===== src/rtl/reg_scoreboard.sv =====
// rtl/reg_scoreboard.sv - per-register pending-writer counters with decode hazard flags
// Counts in-flight writers per architectural register; x0 is never tracked.
module reg_scoreboard #(
  parameter int NREG  = 32,
  parameter int CNT_W = 2
) (
  input  logic            clk,
  input  logic            resetn,
  input  logic [4:0]      rs1,
  input  logic [4:0]      rs2,
  input  logic            issue_valid,
  input  logic [4:0]      issue_dst,
  input  logic            retire_valid,
  input  logic [4:0]      retire_dst,
  input  logic [1:0]      kill_valid,
  input  logic [4:0]      kill_dst0,
  input  logic [4:0]      kill_dst1,
  output logic            bubble1,
  output logic            bubble2,
  output logic [NREG-1:0] busy_vec,
  output logic            err
);

  localparam int SW = CNT_W + 2;
  localparam logic signed [SW-1:0] SMAX = $signed(SW'((1 << CNT_W) - 1));

  logic [CNT_W-1:0] cnt_q [NREG];
  logic [CNT_W-1:0] cnt_d [NREG];
  logic             err_q, err_d;

  function automatic logic [1:0] dec_of(input logic [4:0] idx);
    logic [1:0] d;
    d = {1'b0, retire_valid && (retire_dst == idx)}
      + {1'b0, kill_valid[0] && (kill_dst0 == idx)}
      + {1'b0, kill_valid[1] && (kill_dst1 == idx)};
    return (idx == 5'd0) ? 2'd0 : d;
  endfunction

  // Same-cycle release: retires and kills are subtracted, the issue is not.
  function automatic logic pending(input logic [4:0] idx);
    logic signed [SW-1:0] diff;
    if (idx == 5'd0 || int'(idx) >= NREG) return 1'b0;
    diff = $signed({2'b00, cnt_q[idx]}) - $signed({{(SW-2){1'b0}}, dec_of(idx)});
    return diff != '0;
  endfunction

  always_comb begin
    logic signed [SW-1:0] sum;
    logic                 inc;
    logic [4:0]           idx;
    sum      = '0;
    inc      = 1'b0;
    idx      = '0;
    err_d    = err_q;
    cnt_d[0] = '0;
    for (int i = 1; i < NREG; i++) begin
      idx = 5'(i);
      inc = issue_valid && (issue_dst == idx);
      sum = $signed({2'b00, cnt_q[i]})
          + $signed({{(SW-1){1'b0}}, inc})
          - $signed({{(SW-2){1'b0}}, dec_of(idx)});
      if (sum < 0) begin
        cnt_d[i] = '0;
        err_d    = 1'b1;
      end else if (sum > SMAX) begin
        cnt_d[i] = '1;
        err_d    = 1'b1;
      end else begin
        cnt_d[i] = sum[CNT_W-1:0];
      end
    end
  end

  always_ff @(posedge clk or negedge resetn) begin
    if (!resetn) begin
      for (int i = 0; i < NREG; i++) cnt_q[i] <= '0;
      err_q <= 1'b0;
    end else begin
      for (int i = 0; i < NREG; i++) cnt_q[i] <= cnt_d[i];
      err_q <= err_d;
    end
  end

  always_comb begin
    for (int i = 0; i < NREG; i++) busy_vec[i] = (cnt_q[i] != '0);
  end

  // Gated by reset so that decrements on the inputs cannot raise a flag while held.
  always_comb begin
    bubble1 = resetn && pending(rs1);
    bubble2 = resetn && pending(rs2);
  end

  assign err = err_q;

endmodule


===== config.mk =====
export PLATFORM = sky130hd
export DESIGN_NAME = reg_scoreboard
export DESIGN_NICKNAME = d
export VERILOG_FILES = /design/src/rtl/reg_scoreboard.sv
export SDC_FILE = /design/constraint.sdc
export NUM_CORES = 1
export LEC_CHECK = 0
export ABC_CLOCK_PERIOD_IN_PS = 2500
export BUFFER_PORTS_ARGS = -buffer_cell sky130_fd_sc_hd__clkbuf_2
export CELL_PAD_IN_SITES_DETAIL_PLACEMENT = 0
export CELL_PAD_IN_SITES_GLOBAL_PLACEMENT = 2
export CORE_MARGIN = 1
export CORE_UTILIZATION = 35
export DETAILED_ROUTE_END_ITERATION = 7
export PLACE_DENSITY = 0.86
export SETUP_SLACK_MARGIN = 0.4
export SKIP_LAST_GASP = 1
export SLEW_MARGIN = 20
export SYNTH_ARGS = -nofsm -noshare
export SYNTH_HDL_FRONTEND = slang
export SYNTH_SLANG_ARGS = --single-unit

===== constraint.sdc =====
create_clock -name clk -period 2.5 [get_ports clk]
set_clock_uncertainty 0.05 [all_clocks]
set_input_delay 0.5 -clock clk [delete_from_list [all_inputs] [get_ports clk]]
set_output_delay 0.5 -clock clk [all_outputs]
set_load 0.005 [all_outputs]

## Yosys cells after proc, flatten, opt, wreduce, memory -nomap -nowiden

Cells that the tools add are included.

| cells by class | value |
|---|---|
| $add $sub $neg | 130 |
| $lt $le $gt $ge | 64 |
| eq/ne operators | 130 |
| reduce and logical (&&, ||, !) cells | 168 |
| mux-type cells | 138 |
| bitwise gates (word level) | 2 |

Operators by type and width:

| operator | count |
|---|---|
| 5-bit equality test, second input constant | 64 |
| 5-bit by 4-bit equality test with 1-bit output, second input constant | 32 |
| 2-bit two-way mux | 68 |
| 1-bit logical AND | 132 |
| 4-bit by 3-bit > comparator with 1-bit output, second input constant | 31 |
| 4-bit by 1-bit less-than comparator with 1-bit output, second input constant | 31 |
| 3-bit by 2-bit subtractor with 4-bit output | 31 |
| 2-bit by 1-bit adder with 3-bit output | 31 |
| 5-bit by 3-bit equality test with 1-bit output, second input constant | 16 |
| 1-bit two-way mux | 68 |
| 1-bit by 1-bit adder with 2-bit output | 33 |
| 2-bit by 1-bit adder with 2-bit output | 33 |
| 2-bit nonzero test | 31 |
| 62-bit nonzero test | 1 |
| 5-bit by 2-bit equality test with 1-bit output, second input constant | 8 |
| 5-bit equality test | 6 |
| 2-bit binary-select mux with 5-bit select | 2 |
| 5-bit by 1-bit equality test with 1-bit output, second input constant | 4 |
| 6-bit >= comparator, second input constant | 2 |
| 5-bit NOT with 6-bit output | 2 |
| 5-bit zero test | 2 |
| 4-bit nonzero test | 2 |
| 2-bit by 2-bit subtractor with 3-bit output | 2 |

| storage, ports and cells | value |
|---|---|
| input bits | 36 |
| register bits after elaboration | 63 |

## Longest topological paths before layout

Gate-level depths: netlist of run 1.

| depth | value |
|---|---|
| depth after elaboration | 68 |
| gate-level depth with buffers | 13 |

## Least setup slack after synthesis of run 1

Ideal clock, no wire load.

| timing | value |
|---|---|
| kind | input -> register |
| from | input port retire_valid |
| to | register err_q, in the netlist err |
| setup slack | -0.978 ns |
| library setup time | 0.129 ns |
| stages on the path | 13 |
| arrival | 3.300 ns |
| cell sequence | clkbuf_1 nor2b_1 nand3_1 nor3_1 ha_1 fa_1 fa_1 inv_1 ha_1 ha_1 nand4_1 nor4_1 nand2_1 |

| between the ends | value |
|---|---|
| cells in the longest elaborated chain, start to end | 66 |
| elaborated cells on any way between the ends | 248 |
| those cells by class | 93 x add/sub; 62 x order compare; 61 x mux; 32 x reduce/logical |

Ends and longest elaborated chain:

| what | RTL line | text |
|---|---|---|
| from (decl) | 13 | `input logic retire_valid,` |
| 1-bit logical AND | 33 | `d = {1'b0, retire_valid && (retire_dst == idx)}` |
| 1-bit by 1-bit adder with 2-bit output | 34 | `+ {1'b0, kill_valid[0] && (kill_dst0 == idx)}` |
| 2-bit by 1-bit adder with 2-bit output | 35 | `+ {1'b0, kill_valid[1] && (kill_dst1 == idx)};` |
| 3-bit by 2-bit subtractor with 4-bit output | 61 | `- $signed({{(SW-2){1'b0}}, dec_of(idx)});` |
| 4-bit by 1-bit less-than comparator with 1-bit output | 62 | `if (sum < 0) begin` |
| 1-bit two-way mux | 62 |  |
| 1-bit two-way mux | 65 | `end else if (sum > SMAX) begin` |
| 1-bit two-way mux | 62 |  |
| [50 not listed] | n/a |  |
| 1-bit two-way mux | 65 |  |
| 1-bit two-way mux | 62 |  |
| 1-bit two-way mux | 65 |  |
| 1-bit two-way mux | 62 |  |
| 1-bit two-way mux | 65 |  |
| 1-bit two-way mux | 62 |  |
| 1-bit two-way mux | 65 |  |
| 1-bit two-way mux | 62 |  |
| to (signal assigned) | 80 | `err_q <= err_d;` |
| to (decl) | 29 | `logic err_q, err_d;` |

Several ways; a longest one is shown, not always the timed one.
A chain may end at the register's enable or synchronous reset.

## Final worst setup path of run 1

| timing | value |
|---|---|
| from | input port kill_dst0[3] |
| to | register err_q, in the netlist err |

| between the ends | value |
|---|---|
| cells in the longest elaborated chain, start to end | 67 |
| elaborated cells on any way between the ends | 279 |
| those cells by class | 93 x add/sub; 62 x order compare; 31 x eq/ne; 61 x mux; 32 x reduce/logical |

Ends and longest elaborated chain:

| what | RTL line | text |
|---|---|---|
| from (decl) | 16 | `input logic [4:0] kill_dst0,` |
| 5-bit by 1-bit equality test with 1-bit output | 34 |  |
| 1-bit logical AND | 34 |  |
| 1-bit by 1-bit adder with 2-bit output | 34 |  |
| 2-bit by 1-bit adder with 2-bit output | 35 |  |
| 3-bit by 2-bit subtractor with 4-bit output | 61 |  |
| 4-bit by 1-bit less-than comparator with 1-bit output | 62 |  |
| 1-bit two-way mux | 62 |  |
| 1-bit two-way mux | 65 |  |
| [51 not listed] | n/a |  |
| 1-bit two-way mux | 65 |  |
| 1-bit two-way mux | 62 |  |
| 1-bit two-way mux | 65 |  |
| 1-bit two-way mux | 62 |  |
| 1-bit two-way mux | 65 |  |
| 1-bit two-way mux | 62 |  |
| 1-bit two-way mux | 65 |  |
| 1-bit two-way mux | 62 |  |

Several ways; a longest one is shown, not always the timed one.

==> impl_metrics.csv, run 1 <==
group,metric,value,unit
cts,cts_tree,"done",
drt,drtPass1Iterations,5,
synth,yosys_register_bits,63,
sta,hold_viol_final,0,
placed_design,gp_congestion,0.933,
floorplan,start_util,35.7,%
drt,vias,8268,
drt,vias_per_cell,5.02,
sta,setup_viol,65,
run,drv_cap,0,
floorplan,die_h,160,um
cells_and_area,nets,1575,
cells_and_area,multi_input_area,8060,um2
power,power-per-cell-area,611,nW/um2
synth,async_reset_ff_share,100,%
setup_path,reg2reg_depth,10,
synth,synth-edff-count,0,
power,p_leak,6.36,nW
setup_path,r2r_setup_slack,-0.25,ns
floorplan,fp.coreArea,24400,um2
cells_and_area,antenna_cells,0,
cells_and_area,post-route-util,57.3,%
cts,clk_path_buf_depth,2,
cts,clk_latency,0.36,ns
global_route,overflow,0,
synth,synth_fp_nets,1263,
sta,hold_ws,0.149,ns
setup_path,endpoint_kind,"register",
cts,clkTransAtPathRegs,0.06,ns
synth,synth_common_cells,"nor2_1, inv_1, ha_1",
sta,rsz0062_at_grt,"true",
sta,max_freq,0.301,GHz
cts,cts-root-buf,"clkbuf_16",
drt,routedWlPerCell,19.9,um
synth,yosysMostFrequentCell,"nor2_1",
global_route,grt_pass1_vias,8361,
synth,syn_avg_cell_area,8.64,um2
setup_path,crit_path_start_kind,"input port",
synth,synthCells,1008,
cts,clkSinkCount,63,
cells_and_area,layout-drive-gt1-share,51.7,%
synth,synth_area_leaders,"ha_1, dfrtp_1, fa_1, nor2_1, inv_1",
drt,wl_met1,13.1,mm
setup_path,cp.required,2.69,ns
drt,top_layer_used,"met4",
floorplan,pin_count,71,
drt,drcViolationCount,0,
synth,synth_cell_type_count,43,
floorplan,die_area,25500,um2
setup_path,cp.arrival,3.51,ns
drt,ant_nets,0,
power,peakVddDrop,326,uV
cells_and_area,fin_area,14000,um2
synth,synth_top_cell_by_area,"ha_1",
placed_design,dpl.hpwl,25.4,mm
sta,fin_crit_sh,133,%
drt,wirelength,32.8,mm
global_route,grt_pass1_wl,47.9,mm
run_status,violations,"setup timing",
synth,ys_seq_area_share,18.1,%
synth,yosysTopAreaCellShare,22.3,%
cells_and_area,syn2layout_area_growth,60.4,%
worst_hold_path,hp-class,"in -> async",
placed_design,placed_area,11400,um2
sta,period_needed,3.32,ns
cells_and_area,ff_latch_area,1580,um2
floorplan,die_w,160,um
drt,first_iter_violations,639,
run_status,status,"finished with violations",
setup_path,r2r-start,"cnt_q[24]$_DFF_PN0_",
global_route,antenna_found_initial,0,
setup_path,critPathKind,"in -> reg",
setup_path,r2r-end,"err$_DFFE_PN0P_",
placed_design,port_buffers,69,
synth,ys_warn_count,0,
synth,syn_area,8710,um2
global_route,globalRouteTotalUtil,25.5,%
drt,met2WireLength,15.9,mm
sta,fin_ws,-0.818,ns
setup_path,endpoint,"err$_DFFE_PN0P_",
global_route,grt_max_degree,38,
sta,slew_violations,0,
drt,dr_wl_met3,2.18,mm
sta,slew_headroom,62.2,%
floorplan,rows,57,
setup_path,cp_max_fo,3,
cts,htree_levels,3,
setup_path,cp-startpoint,"kill_dst0[3]",
sta,tightest_slew,0.567,ns
synth,ys.flop_type,"dfrtp_1",
cts,cts_made_buffers,9,
cells_and_area,fillers,2054,
## final cells by class
type | instances | share of cell area [%]
clock buffer | 12 | 1.84
clock inverter | 3 | 0.305
inverter | 189 | 5.15
multi-input combinational | 715 | 57.7
sequential | 63 | 11.3
tap | 324 | 2.90
timing repair buffer | 342 | 20.8
## through the flow
stage | power [mW] | worst slack (ns) | TNS [ns] | std cells
6_report | 8.53 | -0.818 | -12.88 | 1648
5_1_grt | 9.18 | -0.944 | -17.43 | 1648
3_5_place_dp | 6.37 | -1.54 | -44.10 | 1584
3_3_place_gp | 6.29 | -1.55 | -43.11 | 1584
4_1_cts | 8.07 | -0.781 | -12.04 | 1621
2_1_floorplan | 4.44 | -0.689 | -19.03 | 1008
## cells in the final DEF (no fill, tap or decap), drive strengths merged, types with 20 or more instances in the layout
cell    Yosys  final
xor2       25     25
nand3      25     25
mux4       28     28
nand2      57     57
buf        12    283
inv       189    189
ha        155    155
clkbuf     29     71
dfrtp      63     63
fa         64     64
nor2      242    242
nor2b      20     20
## critical path: stages
cell and delay (ns):
buf_8 0.10, buf_6 0.12, nor2_4 0.16, nand3_4 0.14
buf_6 0.16, nor2_4 0.13, ha_4 0.22, fa_2 0.35
fa_1 0.51, inv_2 0.05, ha_4 0.16, ha_4 0.29
nand4_1 0.16, nor4_4 0.37, nand2_1 0.08
## routing by layer
layer	track usage [%]	vias to the layer above
met1	32.1	4115
met5	0	-
met3	4.62	79
met4	12.7	0
met2	42.1	281
li1	-	3793
## flip-flops by register name (all words and copies together), names as in the netlist
| name | cells |
|---|---|
| cnt_q | 62 |
| err | 1 |
## worst min-delay path by stage
stage / startpoint / end
final: resetn / cnt_q[41]$_DFF_PN0_
after global routing: resetn / cnt_q[41]$_DFF_PN0_
after CTS: resetn / cnt_q[41]$_DFF_PN0_
after detailed placement: resetn / cnt_q[48]$_DFF_PN0_
after global placement: resetn / cnt_q[48]$_DFF_PN0_
after floorplan: resetn / cnt_q[0]$_DFF_PN0_
## where the power goes
part	total, mW	switching (mW)	internal [mW]
Combinational	5.14	2.64	2.50
Sequential	2.02	0.483	1.54
Clock	1.37	0.551	0.821
## kinds of logic after synthesis
kind of cell    count (synthesis)  share of synthesized area, %
simple gates                  399                          19.7
buf+inv                       230                          11.1
fa+ha+maj                     219                          37.0
flops                          63                          18.1
mux                            41                          9.04
xor+xnor                       34                          3.42
compound gates                 21                          1.70
other cells                     1                        0.0431
## repair_timing
item / CTS / global route
setup buffers: 22 / 27
hold endpoints to repair: 0 / 0
setup endpoints to repair: 65 / 65
pin swaps: 125 / 122
hold buffers: 0 / 0
gates resized for setup: 207 / 192
Note: power is estimated with default switching activity, not from simulation.
==> run 2: changes to the inputs <==
BUFFER_PORTS_ARGS = -buffer_cell sky130_fd_sc_hd__buf_2   (was -buffer_cell sky130_fd_sc_hd__clkbuf_2)
==> run 2 against run 1 <==
Net effect:
- the flow still finishes with violations (setup timing)
- sequential power hardly changed
- combinational power hardly changed
- worst hold slack worse by 0.0072 ns
- die area stayed put
- flip-flop and latch count stayed put
- design area is 0.19% lower
==> impl_metrics.csv, run 2 (synthesis results as in run 1) <==
group,metric,value,unit
cells_and_area,layout-drive-gt1-share,51.3,%
cells_and_area,syn2layout_area_growth,60.1,%
global_route,antenna_found_initial,0,
global_route,overflow,0,
cells_and_area,post-route-util,57.2,%
drt,wl_met1,13.8,mm
sta,period_needed,3.33,ns
cells_and_area,fin_area,13900,um2
placed_design,port_buffers,69,
power,peakVddDrop,299,uV
cts,clk_path_buf_depth,2,
floorplan,die_w,160,um
run_status,violations,"setup timing",
sta,hold_ws,0.142,ns
setup_path,r2r-start,"cnt_q[4]$_DFF_PN0_",
drt,drcViolationCount,0,
cts,clk_latency,0.36,ns
setup_path,cp.required,2.69,ns
cts,clkTransAtPathRegs,0.06,ns
cells_and_area,layout_common_cells,"buf_4, inv_1, nor2_1",
floorplan,rows,57,
drt,drtPass1Iterations,5,
floorplan,fp.coreArea,24400,um2
power,p_leak,6.23,nW
placed_design,gp_congestion,0.951,
global_route,grt_max_degree,28,
sta,rsz0062_at_grt,"true",
floorplan,die_h,160,um
sta,max_freq,0.300,GHz
sta,hold_viol_final,0,
sta,fin_ws,-0.835,ns
cells_and_area,final_cells,1632,
setup_path,endpoint_kind,"register",
run,drv_cap,0,
drt,dr_wl_met3,1.97,mm
global_route,grt_pass1_vias,8393,
placed_design,dpl.hpwl,25.6,mm
cells_and_area,antenna_cells,0,
global_route,globalRouteTotalUtil,26.0,%
placed_design,placedCellCount,1566,
setup_path,cp-startpoint,"retire_dst[3]",
global_route,grt_pass1_wl,48.8,mm
cells_and_area,final_common_cell,"buf_4",
drt,vias_per_cell,4.97,
cts,clkSinkCount,63,
cts,cts_made_buffers,9,
sta,fin_crit_sh,133,%
drt,wirelength,32.8,mm
power,power-per-cell-area,606,nW/um2
run_status,status,"finished with violations",
drt,ant_nets,0,
drt,first_iter_violations,564,
setup_path,cp_max_fo,6,
sta,setup_viol,65,
worst_hold_path,hp-class,"in -> async",
cells_and_area,largest_reg_flops,62,
setup_path,crit_path_start_kind,"input port",
power,power.total,8.45,mW
floorplan,die_area,25500,um2
cells_and_area,top_register,"cnt_q",
floorplan,pin_count,71,
cts,cts_tree,"done",
drt,vias,8110,
setup_path,cp.arrival,3.53,ns
drt,top_layer_used,"met4",
setup_path,critPathKind,"in -> reg",
cts,cts-root-buf,"clkbuf_16",
placed_design,placed_area,11200,um2
floorplan,start_util,35.7,%
cells_and_area,nets,1558,
cts,htree_levels,3,
cts,hold_buffers,0,
drt,met2WireLength,15.8,mm
sta,slew_violations,0,
drt,routedWlPerCell,20.1,um
run 2: cell count changes in the layout (fill, tap and decap cells not counted), moves of 7 or more:
| cell | before | now |
|---|---|---|
| clkbuf_2 | 54 | 0 |
| buf_2 | 3 | 55 |
| buf_4 | 211 | 189 |
| buf_6 | 44 | 63 |
| nor2_2 | 49 | 34 |
| nor2_4 | 47 | 58 |
| ha_4 | 75 | 84 |
| ha_2 | 27 | 20 |
run 2: cell type report:
| class | count | area, um2 |
|---|---|---|
| inverters | 189 | 727 |
| repair buffers | 325 | 2740 |
| clock buffers | 10 | 229 |
| flip-flops and latches | 63 | 1580 |
| well taps | 324 | 405 |
| multi-input cells | 715 | 8200 |
| clock inverters | 6 | 61.3 |
| fillers | 2064 | 10500 |
run 2: worst paths after layout:
check | endpoint | slack (ns) | cells past startpoint
worst max-delay path | err$_DFFE_PN0P_ | -0.83 | 15
worst min-delay path | cnt_q[57]$_DFF_PN0_ | 0.14 | 2
worst max register to register | err$_DFFE_PN0P_ | -0.20 | 10
worst min register to register | err$_DFFE_PN0P_ | 0.78 | 4
max in group asynchronous | cnt_q[36]$_DFF_PN0_ | 1.88 | 2
min in group clk | err$_DFFE_PN0P_ | 0.78 | 4
run 2: layer usage:
metal  vias to the layer above  global-route usage [%]
li1                       3769                       -
met1                      4010                    34.0
met2                       260                    43.4
met3                        71                    3.61
met4                         0                    10.1
met5                         -                       0
run 2: metrics by stage:
stage                     setup WS, ns  setup TNS [ns]
after floorplan                 -0.689          -19.03
after global placement           -1.54          -41.82
after detailed placement         -1.60          -43.21
after CTS                       -0.761          -11.22
after global routing            -0.911          -17.45
final                           -0.835          -12.96
run 2: power breakdown:
group          internal, mW  leakage, nW  switching, mW  total (mW)
combinational          2.47         5.37           2.66        5.13
sequential             1.54        0.723          0.462        2.00
clock                 0.769        0.142          0.546        1.31
total                  4.78         6.23           3.66        8.45
run 2: worst max-delay path, cell delays in order:
cell	delay [ns]
buf_8	0.10
buf_8	0.13
nor2_4	0.13
nand3_2	0.10
buf_6	0.14
nor2_4	0.16
ha_4	0.23
fa_2	0.36
fa_1	0.51
inv_2	0.05
ha_4	0.16
ha_4	0.27
nand4_1	0.18
nor4_4	0.39
nand2_1	0.10
run 2: repair_timing:
item	CTS	global route
buffers inserted	31	19
pin swaps	132	117
endpoints found under the setup margin	65	65
resized for setup	270	159
hold endpoints to repair	0	0
